File: src/rtl/note_sample_player.sv
// ROM sample player: walks one note slot of an external ROM and pushes each
// sample into the audio DAC FIFO, with loop/one-shot play and output attenuation.
module note_sample_player #(
  parameter int unsigned SAMPLE_W     = 10,
  parameter int unsigned ADDR_W       = 14,
  parameter int unsigned NOTE_W       = 3,
  parameter int unsigned NOTE_LEN     = 16384,
  parameter int unsigned ROM_LAT      = 1,
  parameter bit          UNSIGNED_ROM = 1'b1
) (
  input  logic                     CLOCK_50,
  input  logic                     reset,
  input  logic                     play,
  input  logic [NOTE_W-1:0]        note_sel,
  input  logic                     loop_en,
  input  logic [1:0]               atten,
  output logic [NOTE_W+ADDR_W-1:0] rom_addr,
  input  logic [SAMPLE_W-1:0]      rom_q,
  input  logic                     audio_out_allowed,
  output logic [31:0]              left_channel_audio_out,
  output logic [31:0]              right_channel_audio_out,
  output logic                     write_audio_out,
  output logic                     busy,
  output logic                     note_done
);

  localparam int unsigned CntW = $clog2(ROM_LAT + 2);
  localparam logic [CntW-1:0]   LastCnt = CntW'(ROM_LAT);
  localparam logic [ADDR_W-1:0] LastOff = ADDR_W'(NOTE_LEN - 1);

  typedef enum logic [1:0] {StIdle, StFetch, StPush, StHold} state_e;

  state_e              state;
  logic [CntW-1:0]     cnt;
  logic [ADDR_W-1:0]   offset;
  logic [NOTE_W-1:0]   cur_note;
  logic [ADDR_W-1:0]   next_off;
  logic [SAMPLE_W-1:0] s;
  logic signed [31:0]  w;
  logic [31:0]         word;

  // Offset-binary ROM data becomes two's complement by flipping the MSB.
  always_comb begin
    s = rom_q;
    if (UNSIGNED_ROM) s[SAMPLE_W-1] = ~rom_q[SAMPLE_W-1];
    w    = $signed(32'(s) << (32 - SAMPLE_W));
    word = 32'(w >>> atten);
  end

  assign next_off                = offset + 1'b1;
  assign right_channel_audio_out = left_channel_audio_out;
  assign busy                    = (state == StFetch) || (state == StPush);
  // Gated by reset so an aborted push never strobes the FIFO.
  assign write_audio_out         = (state == StPush) && audio_out_allowed && !reset;

  always_ff @(posedge CLOCK_50) begin
    if (reset) begin
      state                  <= StIdle;
      cnt                    <= '0;
      offset                 <= '0;
      cur_note               <= '0;
      rom_addr               <= '0;
      left_channel_audio_out <= '0;
      note_done              <= 1'b0;
    end else begin
      note_done <= 1'b0;
      unique case (state)
        StIdle: begin
          if (play) begin
            cur_note <= note_sel;
            offset   <= '0;
            rom_addr <= {note_sel, {ADDR_W{1'b0}}};
            cnt      <= '0;
            state    <= StFetch;
          end
        end
        StFetch: begin
          if (cnt == LastCnt) begin
            left_channel_audio_out <= word;
            state                  <= StPush;
          end else begin
            cnt <= cnt + 1'b1;
          end
        end
        StPush: begin
          if (audio_out_allowed) begin
            cnt <= '0;
            if (!play) begin
              state <= StIdle;
            end else if (offset < LastOff) begin
              offset   <= next_off;
              rom_addr <= {cur_note, next_off};
              state    <= StFetch;
            end else if (loop_en) begin
              offset   <= '0;
              cur_note <= note_sel;
              rom_addr <= {note_sel, {ADDR_W{1'b0}}};
              state    <= StFetch;
            end else begin
              note_done <= 1'b1;
              state     <= StHold;
            end
          end
        end
        StHold: begin
          if (!play) state <= StIdle;
        end
        default: state <= StIdle;
      endcase
    end
  end

endmodule

File: config.mk
export PLATFORM = sky130hd
export DESIGN_NAME = note_sample_player
export DESIGN_NICKNAME = d
export VERILOG_FILES = /design/src/rtl/note_sample_player.sv
export SDC_FILE = /design/constraint.sdc
export NUM_CORES = 1
export LEC_CHECK = 0
export ABC_CLOCK_PERIOD_IN_PS = 3200
export CORE_MARGIN = 2
export CORE_UTILIZATION = 48
export CTS_BUF_LIST = sky130_fd_sc_hd__clkbuf_4 sky130_fd_sc_hd__clkbuf_8
export DETAILED_ROUTE_END_ITERATION = 6
export PLACE_DENSITY = 0.95
export SETUP_SLACK_MARGIN = 0.1
export SLEW_MARGIN = 20
export SYNTH_ARGS = -nofsm -noshare
export SYNTH_HDL_FRONTEND = slang
export SYNTH_SLANG_ARGS = --single-unit
export TNS_END_PERCENT = 1
File: constraint.sdc
create_clock -name CLOCK_50 -period 3.2 [get_ports CLOCK_50]
set_clock_uncertainty 0.1 [all_clocks]
set_input_delay 0.48 -clock CLOCK_50 [delete_from_list [all_inputs] [get_ports CLOCK_50]]
set_output_delay 0.48 -clock CLOCK_50 [all_outputs]
set_load 0.02 [all_outputs]
==> qor.txt, run 1 <==
Status = finished, final reports clean
Yosys reg bits = 38
Drt drc = 0
Seq/Total Area, Yosys = 0.298
Worst min-delay path class = reg -> reg
Worst Path Max Fanout = 6
Fin Setup TNS = 0 ps
TritonCTS buffer count = 5
Routability cong. = 0.896
Fraction of registers with async set/reset = 0
Number of synthesized flops with an enable pin = 0
Core footprint = 0.00511 mm²
Slew headroom = 0.525
Global-route wire length before repair = 9970 µm
MaxCap Viol Count = 0
CP Launch Type = flop
Wire per inst = 14.6 µm
Slew Limit Fails = 0
Ys Warns = 0
Reg2Reg Setup Slack = 760 ps
Pleak = 1.09 nW
Setup CP Type = reg -> out
Initial Utilization = 0.499
Router iterations before antenna repair = 4
Deepest clock path buffer count = 2
RSZ-0062 raised after global routing = no
VDD IR max = 263 µV
FF-to-FF path depth = 5
Final HPWL from detailed placement = 4700 µm
Root Driver = clkbuf_8
DRT Wirelength = 6240 µm
Least-Margin Pin Slew = 710 ps
Finished Layout Cells = 428
Top_reg_cell synth = dfxtp_1
Total global-route track usage = 0.206
Antenna viol nets, final = 0
Max Clock Freq = 375 MHz
Layout overhead on the synthesized area = 21.9%
Post-CTS Setup Inserts = 0
Nets@finish = 385
Finish-stage setup viols = 0
Fraction of layout cells with a size suffix above 1 = 0.0754
Initial antenna violation count = 0
Hold buffers post-CTS = 0
Die Wd = 76.9 µm
Via count = 2382
Slack of the critical path = 534 ps
Mapped Area = 0.00255 mm²
Clock slew at reported path FFs = 70 ps
Vias in the first global route = 2186
Place WS = 611 ps
Final Util = 0.609
Design Area, Final = 0.00311 mm²
Pwr/cell area = 481 mW/mm²
Drt via density = 5.57
Largest net degree at the start of global routing = 30
Die H = 76.9 µm
Cell variety after synth = 53
Antenna cells = 0
Clock sink count = 38
Area of the multi-input gates = 0.00142 mm²
Hold EP = left_channel_audio_out[19]
Most frequent cells in the layout = clkdlybuf4s50_1, conb_1, dfxtp_1, nand2_1, a21oi_1
Met3 Use GR = 0.0459
GRT met2 Usage = 0.351
Min Clock Period, post-route = 2670 ps
Reg2reg start = rom_addr[0]
Most common cell after layout, fill and taps aside = clkdlybuf4s50_1
Post-Syn Area per Cell = 8.17 µm²
Total power = 1.50 mW
Placed cells = 421
GRT overflow = 0
H-tree depth = 2
Post-Syn Instances = 312
CTS tree = yes
CP required = 2620 ps
Critical path capture point type = primary output
Final hold viol count = 0
Final-layout fill cell count = 436
Number of I/O port buffers = 65
Die ar. = 0.00591 mm²
IO Pins = 104
Placed cell areas = 0.00300 mm²
Met1 usage = 0.239
HP Start = left_channel_audio_out[19]
GRT Max-Usage Layer = met2
WHS = 371 ps
FF-to-FF End = rom_addr[13]
Row count = 26
Post-CTS sizing = 0
Reg area = 761 µm²
DRT iter0 DRCs = 181
Skew-Pair Late Insertion Delay = 290 ps
Hold Path Cell Cnt = 2
Period utilization = 0.833
CP Data Arrival Time = 2090 ps
==> cells in the mapped netlist (7+ instances only) <==
master	n	area (µm²)
buf_4	51	383
dfxtp_1	38	761
nand2_1	31	116
a21oi_1	23	115
inv_1	13	48.8
nand3_1	13	65.1
nor2_1	13	48.8
o21ai_0	11	55.1
clkbuf_1	9	33.8
nand4_1	9	56.3
ha_1	7	87.6
mux2i_1	7	70.1
==> power by group <==
group	total, mW	internal, mW	switching (mW)
registers	0.555	0.519	0.0359
clock network	0.418	0.249	0.169
logic	0.523	0.216	0.307
==> logic make-up (layout without fill, tap and decap cells) <==
| family | after synthesis | after routing | synth area share |
|---|---|---|---|
| AOI/OAI and AO/OA | 71 | 71 | 0.190 |
| xor gates and xnor gates | 1 | 1 | 0.00344 |
| adders and majority gates | 7 | 7 | 0.0344 |
| buffers and inverters | 80 | 89 | 0.198 |
| DFF | 38 | 38 | 0.298 |
| muxes | 12 | 12 | 0.0496 |
| other | 1 | 38 | 0.00147 |
| and+or+nand+nor | 102 | 102 | 0.224 |
==> final cells by class <==
cell class                 count  area share
clock buffer                   6      0.0266
clock inverter                 1     0.00966
inverter                      14      0.0169
multi-input combinational    231       0.457
sequential                    38       0.245
tap                           70      0.0282
timing repair buffer          68       0.217
==> worst max-delay path: stages (launching register included) <==
cell and delay [ps]:
dfxtp_1 370, inv_1 110, ha_1 180, nor2b_1 340, and2_1 190, clkdlybuf4s50_1 600
==> worst max path at each step <==
stage | from | cells after the start | endpoint | slack (ps)
5_1_grt | state[0] | 5 | write_audio_out | 450
2_1_floorplan | rom_addr[0] | 7 | rom_addr[4] | 1050
3_5_place_dp | reset | 4 | write_audio_out | 610
4_1_cts | state[0] | 5 | write_audio_out | 530
3_3_place_gp | reset | 4 | write_audio_out | 610
6_report | state[0] | 5 | write_audio_out | 530
==> state kept, by name (all words and copies together) (netlist names) <==
name,cells
rom_addr,17
left_channel_audio_out,13
cur_note,3
cnt,2
state,2
note_done,1
==> per-layer routing <==
layer	vias to the layer above	wire, µm	share of wire
li1	1130	-	-
met1	1120	2430	0.39
met2	117	3270	0.52
met3	15	377	0.060
met4	0	165	0.026
met5	-	0	0
No activity file was read; power rests on OpenSTA's default activity.
==> run 2, diff against run 1 <==
--- a/config.mk
+++ b/config.mk
@@ -5,12 +5,12 @@
 export SDC_FILE = /design/constraint.sdc
 export NUM_CORES = 1
 export LEC_CHECK = 0
-export ABC_CLOCK_PERIOD_IN_PS = 3200
+export ABC_CLOCK_PERIOD_IN_PS = 2650
 export CORE_MARGIN = 2
-export CORE_UTILIZATION = 48
+export CORE_UTILIZATION = 45
 export CTS_BUF_LIST = sky130_fd_sc_hd__clkbuf_4 sky130_fd_sc_hd__clkbuf_8
 export DETAILED_ROUTE_END_ITERATION = 6
-export PLACE_DENSITY = 0.95
+export PLACE_DENSITY = 0.94
 export SETUP_SLACK_MARGIN = 0.1
 export SLEW_MARGIN = 20
 export SYNTH_ARGS = -nofsm -noshare
==> constraint.sdc (replaced) <==
create_clock -name CLOCK_50 -period 2.65 [get_ports CLOCK_50]
set_clock_uncertainty 0.1 [all_clocks]
set_input_delay 0.3975 -clock CLOCK_50 [delete_from_list [all_inputs] [get_ports CLOCK_50]]
set_output_delay 0.3975 -clock CLOCK_50 [all_outputs]
set_load 0.02 [all_outputs]
==> qor.txt, run 2 (same netlist as run 1, synthesis figures left out) <==
Status = finished, final reports clean
Most frequent cells in the layout = clkdlybuf4s50_1, conb_1, dfxtp_1, nand2_1, a21oi_1
Die Wd = 79.3 µm
Finish-stage setup viols = 0
Placed cells = 429
DRT Wirelength = 6170 µm
Number of I/O port buffers = 65
Deepest clock path buffer count = 2
Max Clock Freq = 421 MHz
CP Launch Type = flop
Drt drc = 0
Placed cell areas = 0.00304 mm²
Reg area = 762 µm²
Most common cell after layout, fill and taps aside = clkdlybuf4s50_1
Wire per inst = 14.2 µm
Post-CTS Setup Inserts = 0
Largest register by flop count = rom_addr
Finished Layout Cells = 436
Die H = 79.3 µm
Routability cong. = 0.876
Least-Margin Pin Slew = 773 ps
DRT iter0 DRCs = 233
Total global-route track usage = 0.194
Drt via density = 5.61
Die ar. = 0.00628 mm²
Slew Limit Fails = 0
Final hold viol count = 0
Root Driver = clkbuf_8
Pwr/cell area = 541 mW/mm²
Router iterations before antenna repair = 5
Pleak = 1.11 nW
TritonCTS buffer count = 5
Total power = 1.69 mW
Core footprint = 0.00547 mm²
CP required = 2150 ps
Setup CP Type = reg -> out
Clock sink count = 38
Final HPWL from detailed placement = 4640 µm
Min Clock Period, post-route = 2380 ps
Place WS = 308 ps
Clock slew at reported path FFs = 60 ps
Slack of the critical path = 275 ps
Worst min-delay path class = reg -> reg
Skew-Pair Late Insertion Delay = 280 ps
Global-route wire length before repair = 9760 µm
H-tree depth = 2
Via count = 2448
Row count = 27
MaxCap Viol Count = 0
IO Pins = 104
Vias in the first global route = 2163
GRT overflow = 0
Fraction of layout cells with a size suffix above 1 = 0.0934
Worst Path Max Fanout = 6
Slew headroom = 0.483
Period utilization = 0.896
Layout overhead on the synthesized area = 22.7%
CP Data Arrival Time = 1880 ps
VDD IR max = 438 µV
Design Area, Final = 0.00313 mm²
Max reg flops = 17
Largest regs = rom_addr x17, left_channel_audio_out x13, cur_note x3
Initial Utilization = 0.466
Antenna cells = 0
Critical path capture point type = primary output
Fin Setup TNS = 0 ps
Nets@finish = 391
CTS tree = yes
Antenna viol nets, final = 0
Largest net degree at the start of global routing = 30
RSZ-0062 raised after global routing = no
Final-layout fill cell count = 481
Initial antenna violation count = 0
Area of the multi-input gates = 0.00142 mm²
==> run 2: path summary, 6_finish.rpt <==
check,startpoint,end,slack (ps),depth (start not counted)
max reg2reg,rom_addr[1],rom_addr[1],330,6
min reg2reg,left_channel_audio_out[29],left_channel_audio_out[29],370,2
max,state[0],write_audio_out,270,5
min,left_channel_audio_out[29],left_channel_audio_out[29],370,2
==> run 2: what timing repair did <==
| item | CTS | global route |
|---|---|---|
| hold endpoints to repair | 0 | 0 |
| gates resized for setup | 0 | 1 |
| hold buffers | 0 | 0 |
| endpoints found under the setup margin | 0 | 1 |
==> run 2: metrics by stage <==
step / util / hold WS, ps
2_1_floorplan: - / 350
3_3_place_gp: 0.556 / 357
3_5_place_dp: 0.556 / 363
4_1_cts: 0.571 / 372
5_1_grt: 0.572 / 403
6_report: 0.572 / 367
==> run 2: cell type report <==
class / count / area share
Clock buffer: 7 / 0.0268
Inverter: 14 / 0.0168
Multi-Input combinational cell: 231 / 0.454
Sequential cell: 38 / 0.244
Tap cell: 72 / 0.0288
Timing Repair Buffer: 74 / 0.230
==> run 2: worst max-delay path: stages (launching register included) <==
cell             delay [ps]
dfxtp_2                 350
inv_1                    80
ha_1                    240
nor2b_1                 190
and2_1                  140
clkdlybuf4s50_1         600
==> run 2: routing by layer <==
layer	part of all wire	vias to the layer above	GRT usage
met1	0.40	1136	0.238
met4	0.028	0	0.100
met5	0	-	0
li1	-	1133	-
met2	0.50	156	0.329
met3	0.072	23	0.0273
==> run 2: report_power, final <==
| group | internal [mW] | leakage [nW] | switching, mW |
|---|---|---|---|
| combinational | 0.266 | 0.760 | 0.369 |
| clock | 0.201 | 0.0452 | 0.183 |
| sequential | 0.629 | 0.308 | 0.0437 |
| total | 1.10 | 1.11 | 0.595 |
